File: config.mk
export PLATFORM = sky130hd
export DESIGN_NAME = irq_trap_ctrl
export DESIGN_NICKNAME = d
export VERILOG_FILES = /design/src/rtl/irq_trap_ctrl.sv
export SDC_FILE = /design/constraint.sdc
export NUM_CORES = 1
export LEC_CHECK = 0
export ABC_CLOCK_PERIOD_IN_PS = 2160
export CAP_MARGIN = 30
export CORE_UTILIZATION = 46
export CTS_CLUSTER_DIAMETER = 30
export DETAILED_ROUTE_END_ITERATION = 12
export PLACE_DENSITY = 0.91
export REMOVE_ABC_BUFFERS = 1
export SLEW_MARGIN = 20
export SYNTH_ARGS = -nofsm -noshare
export SYNTH_HDL_FRONTEND = slang
export SYNTH_SLANG_ARGS = --single-unit
File: constraint.sdc
create_clock -name clk -period 2.16 [get_ports clk]
set_clock_uncertainty 0.1 [all_clocks]
set_input_delay 0.432 -clock clk [delete_from_list [all_inputs] [get_ports clk]]
set_output_delay 0.432 -clock clk [all_outputs]
set_load 0.1 [all_outputs]
File: src/rtl/irq_trap_ctrl.sv
// Interrupt/trap entry controller: takes PIC requests and edge-detected NMIs at
// instruction-retire boundaries, saves return PCs and redirects fetch.
module irq_trap_ctrl #(
    parameter logic [31:0] VEC_BASE   = 32'h0000_0040,
    parameter logic [31:0] VEC_STRIDE = 32'd4,
    parameter logic [31:0] NMI_VEC    = 32'h0000_0020
) (
    input  logic        clk,
    input  logic        rst,
    input  logic        en_inter,
    input  logic        en_nmi,
    input  logic        int_req,
    input  logic [2:0]  int_num,
    input  logic        nmi,
    input  logic        instr_retire,
    input  logic [31:0] pc_next,
    input  logic        mret,
    output logic        redirect,
    output logic [31:0] redirect_pc,
    output logic        int_ack,
    output logic [2:0]  ack_num,
    output logic        in_isr,
    output logic        in_nmi,
    output logic [31:0] epc,
    output logic [31:0] nmi_epc
);

    typedef enum logic [1:0] {
        S_IDLE    = 2'd0,
        S_ISR     = 2'd1,
        S_NMI     = 2'd2,
        S_NMI_ISR = 2'd3
    } state_t;

    state_t      state;
    state_t      state_nxt;
    logic        nmi_q;
    logic        nmi_pending;
    logic        nmi_edge;
    logic        nmi_live;
    logic        mret_ok;
    logic        nmi_take;
    logic        int_take;
    logic [31:0] target_pc;

    // An edge seen in the deciding cycle counts as pending, so a rising NMI
    // can be taken on the very retire it coincides with.
    assign nmi_edge = nmi & ~nmi_q;
    assign nmi_live = nmi_pending | nmi_edge;

    // Priority: an accepted mret blocks both takes; NMI beats maskable.
    assign mret_ok  = instr_retire & mret & (state != S_IDLE);
    assign nmi_take = instr_retire & ~mret_ok & nmi_live & en_nmi &
                      ((state == S_IDLE) || (state == S_ISR));
    assign int_take = instr_retire & ~mret_ok & ~nmi_take & int_req &
                      en_inter & (state == S_IDLE);

    // State register
    // NOTE: sequential state uses non-blocking (<=) so every flop samples
    // pre-edge values; combinational blocks use blocking (=).
    always_ff @(posedge clk or negedge rst) begin
        if (!rst) begin
            state <= S_IDLE;
        end else begin
            state <= state_nxt;
        end
    end

    // Next-state logic
    // NOTE: defaulting state_nxt first keeps every path assigned, so no latch
    // is inferred for the unlisted cases.
    always_comb begin
        state_nxt = state;
        if (mret_ok) begin
            case (state)
                S_NMI:     state_nxt = S_IDLE;
                S_NMI_ISR: state_nxt = S_ISR;
                S_ISR:     state_nxt = S_IDLE;
                default:   state_nxt = state;
            endcase
        end else if (nmi_take) begin
            state_nxt = (state == S_ISR) ? S_NMI_ISR : S_NMI;
        end else if (int_take) begin
            state_nxt = S_ISR;
        end
    end

    // Output logic: handler flags from state, redirect target for this decision
    always_comb begin
        in_isr    = (state == S_ISR) || (state == S_NMI_ISR);
        in_nmi    = (state == S_NMI) || (state == S_NMI_ISR);
        target_pc = VEC_BASE + ({29'd0, int_num} * VEC_STRIDE);
        if (mret_ok) begin
            target_pc = (state == S_ISR) ? epc : nmi_epc;
        end else if (nmi_take) begin
            target_pc = NMI_VEC;
        end
    end

    // Registered strobes, saved PCs and the NMI edge detector
    always_ff @(posedge clk or negedge rst) begin
        if (!rst) begin
            redirect    <= 1'b0;
            redirect_pc <= 32'd0;
            int_ack     <= 1'b0;
            ack_num     <= 3'd0;
            epc         <= 32'd0;
            nmi_epc     <= 32'd0;
            nmi_q       <= 1'b0;
            nmi_pending <= 1'b0;
        end else begin
            redirect    <= mret_ok | nmi_take | int_take;
            int_ack     <= int_take;
            nmi_q       <= nmi;
            nmi_pending <= nmi_take ? 1'b0 : nmi_live;
            if (mret_ok | nmi_take | int_take) begin
                redirect_pc <= target_pc;
            end
            if (int_take) begin
                ack_num <= int_num;
                epc     <= pc_next;
            end
            if (nmi_take) begin
                nmi_epc <= pc_next;
            end
        end
    end

endmodule

==> impl_metrics.json <==
{
  "drtIter0Drc": 108,
  "yosysTopAreaCellShare": 0.588,
  "fin_area_mm2": 0.00623,
  "gp_congestion": 0.780,
  "hold_class": "reg2reg",
  "die_w_um": 101,
  "netlist_instances": 304,
  "cp-startpoint": "state[0]",
  "dpl-instance-area_mm2": 0.00599,
  "dr.pass1.iters": 4,
  "maxSlewViolCount": 0,
  "dr_total_vias": 3179,
  "final_cell_mix": "buf_4 (114), dfrtp_1 (105), mux2_2 (51), clkdlybuf4s50_1 (41), mux2i_1 (28)",
  "port_buffers": 145,
  "final_util": 0.668,
  "grt_overflow_total": 0,
  "cts.sinks": 105,
  "avgSynthCellArea_um2": 14.7,
  "r2r_cells": 7,
  "worstSkewPairLatency_ns": 0.36,
  "cp-start-kind": "flip-flop",
  "wirelength_um": 10500,
  "r2r_start": "state[1]",
  "syn_to_final_growth_pct": 39.3,
  "cpPeakStageDelay_ns": 0.40,
  "vias_per_cell": 5.32,
  "grt_pass1_vias": 3281,
  "maxCapViolCount": 0,
  "drc": 0,
  "min_period_ns": 2.10,
  "path_cells": "buf_6, ha_4, buf_12, or2_4, buf_12",
  "cp-endpoint": "in_isr",
  "ioPinCount": 146,
  "grt_pass1_wl_um": 16800,
  "rsz0062_at_grt": "yes",
  "r2r-end": "epc[11]",
  "fin_nets": 511,
  "worst-setup-path-type": "reg2out",
  "tightest_slew_ns": 0.479,
  "routedWlPerCell_um": 17.5,
  "hold_violations": 0,
  "status": "completed",
  "cp_common_cell": "buf_12",
  "die-area_mm2": 0.0101,
  "cp_slowest_cell": "dfrtp_1",
  "synth_top_area_cell": "dfrtp_1",
  "critical_path_required_ns": 1.63,
  "root_buffer": "clkbuf_8",
  "cts_buffers": 9,
  "reg2reg_slack_ns": 0.12,
  "core_area_mm2": 0.00933,
  "hpwl_um": 7710,
  "crit_fanout": 3,
  "final_antenna_net_count": 0,
  "grtUsageTotal": 0.214,
  "initial_core_util": 0.479,
  "row_count": 35,
  "drive_gt1_frac": 0.465,
  "ys_seq_elements": 105,
  "syn_area_mm2": 0.00447,
  "crit_arrival_ns": 1.57,
  "clk_pin_slew_ns": 0.10,
  "yosysSeqAreaShare": 0.588,
  "layout_commonest_cell": "buf_4",
  "ys_types": 31,
  "insertedDiodeCount": 0,
  "cts-htree-levels": 3,
  "crit_path_end_kind": "output port",
  "die_h_um": 101,
  "antenna_found_initial": 0,
  "yosys_warnings": 0,
  "cts_tree": "yes",
  "max_freq_ghz": 0.476,
  "clock_tree.buffer_depth": 2,
  "grt_max_degree": 50,
  "finalSetupViolCount": 0,
  "relSlewSlack": 0.681,
  "synth.area.top_cells": "dfrtp_1 (59%), mux2_2 (13%), mux2i_1 (6.3%)",
  "finalCritPeriodShare": 0.973
}
-- cells in the mapped netlist --
| library cell | n |
|---|---|
| a211oi_1 | 1 |
| inv_1 | 6 |
| o221ai_1 | 3 |
| nand2b_2 | 1 |
| o21a_2 | 1 |
| or2_2 | 2 |
| o31ai_1 | 4 |
| o2111ai_2 | 1 |
| nand2_1 | 6 |
| a21oi_1 | 6 |
| ha_1 | 4 |
| o21a_4 | 1 |
| mux2_2 | 51 |
| buf_2 | 6 |
| nor2b_1 | 4 |
| o2bb2ai_1 | 27 |
| dfrtp_1 | 105 |
| mux2_4 | 14 |
| buf_6 | 7 |
| mux2_1 | 2 |
| o22ai_1 | 1 |
| nand4_1 | 1 |
| nor2_4 | 1 |
| nand3b_1 | 2 |
| a21bo_2 | 1 |
| o21ai_0 | 8 |
| a2bb2oi_1 | 1 |
| a31oi_1 | 2 |
| nor2_1 | 1 |
| clkbuf_1 | 6 |
| mux2i_1 | 28 |
-- critical path, delay by kind of cell, from the launching register on --
| kind | cells | cell delay [ns] |
|---|---|---|
| flops | 1 | 0.40 |
| simple gates | 1 | 0.23 |
| buf+inv | 3 | 0.41 |
| fa+ha+maj | 1 | 0.17 |
-- timing repair --
item	4_1_cts	5_1_grt
buffers inserted	1	0
endpoints found under the hold margin	33	0
endpoints found under the setup margin	2	12
gates resized for setup	6	3
hold buffers	1	0
pin swaps	0	1
-- how the worst min path moves through the flow --
stage | start | end | slack, ns | depth (start not counted)
after detailed placement | rst | state[0] | 0.32 | 1
final | redirect_pc[1] | redirect_pc[1] | 0.40 | 1
after CTS | redirect_pc[14] | redirect_pc[14] | 0.40 | 1
after floorplan | rst | ack_num[0] | 0.04 | 0
after global placement | rst | state[0] | 0.31 | 1
after global routing | redirect_pc[14] | redirect_pc[14] | 0.41 | 1
-- registers in the layout (all words and copies together) (netlist names) --
register,flops
nmi_q,1
nmi_epc,32
state,2
nmi_pending,1
redirect,1
epc,32
int_ack,1
ack_num,3
redirect_pc,32
-- routing by layer --
metal / track usage / wire, µm / up-vias
met5: 0 / 0 / -
met4: 0.0647 / 93 / 0
met3: 0.0430 / 603 / 10
met2: 0.374 / 5380 / 120
met1: 0.270 / 4400 / 1611
li1: - / - / 1438
-- stage by stage --
| stage | hold slack (ns) | cells | setup WS [ns] | TNS, ns |
|---|---|---|---|---|
| 2_1_floorplan | 0.0364 | 285 | -1.38 | -93.01 |
| 3_3_place_gp | 0.310 | 580 | -0.102 | -3.10 |
| 3_5_place_dp | 0.317 | 580 | -0.126 | -3.97 |
| 4_1_cts | 0.403 | 598 | 0.00859 | 0 |
| 5_1_grt | 0.410 | 598 | -0.00592 | -0.00592 |
| 6_report | 0.398 | 598 | 0.0574 | 0 |
-- layout make-up --
cell class,count,area [µm²]
fillers,689,3100
flip-flops and latches,105,2630
multi-input cells,174,1720
repair buffers,168,1510
well taps,129,161
clock buffers,10,138
clock inverters,6,47.5
inverters,6,22.5
-- cells by family (layout without fill, tap and decap cells) --
group,count (synthesis),count (layout),share of synthesized area
muxes,95,95,0.243
DFF,105,105,0.588
and+or+nand+nor,18,18,0.0235
adders and majority gates,4,4,0.0112
buffers and inverters,25,190,0.0344
AOI/OAI and AO/OA,57,57,0.0999
Power is not shown: default switching activity piles up to over one toggle a cycle in this logic, so the estimate is an artifact.
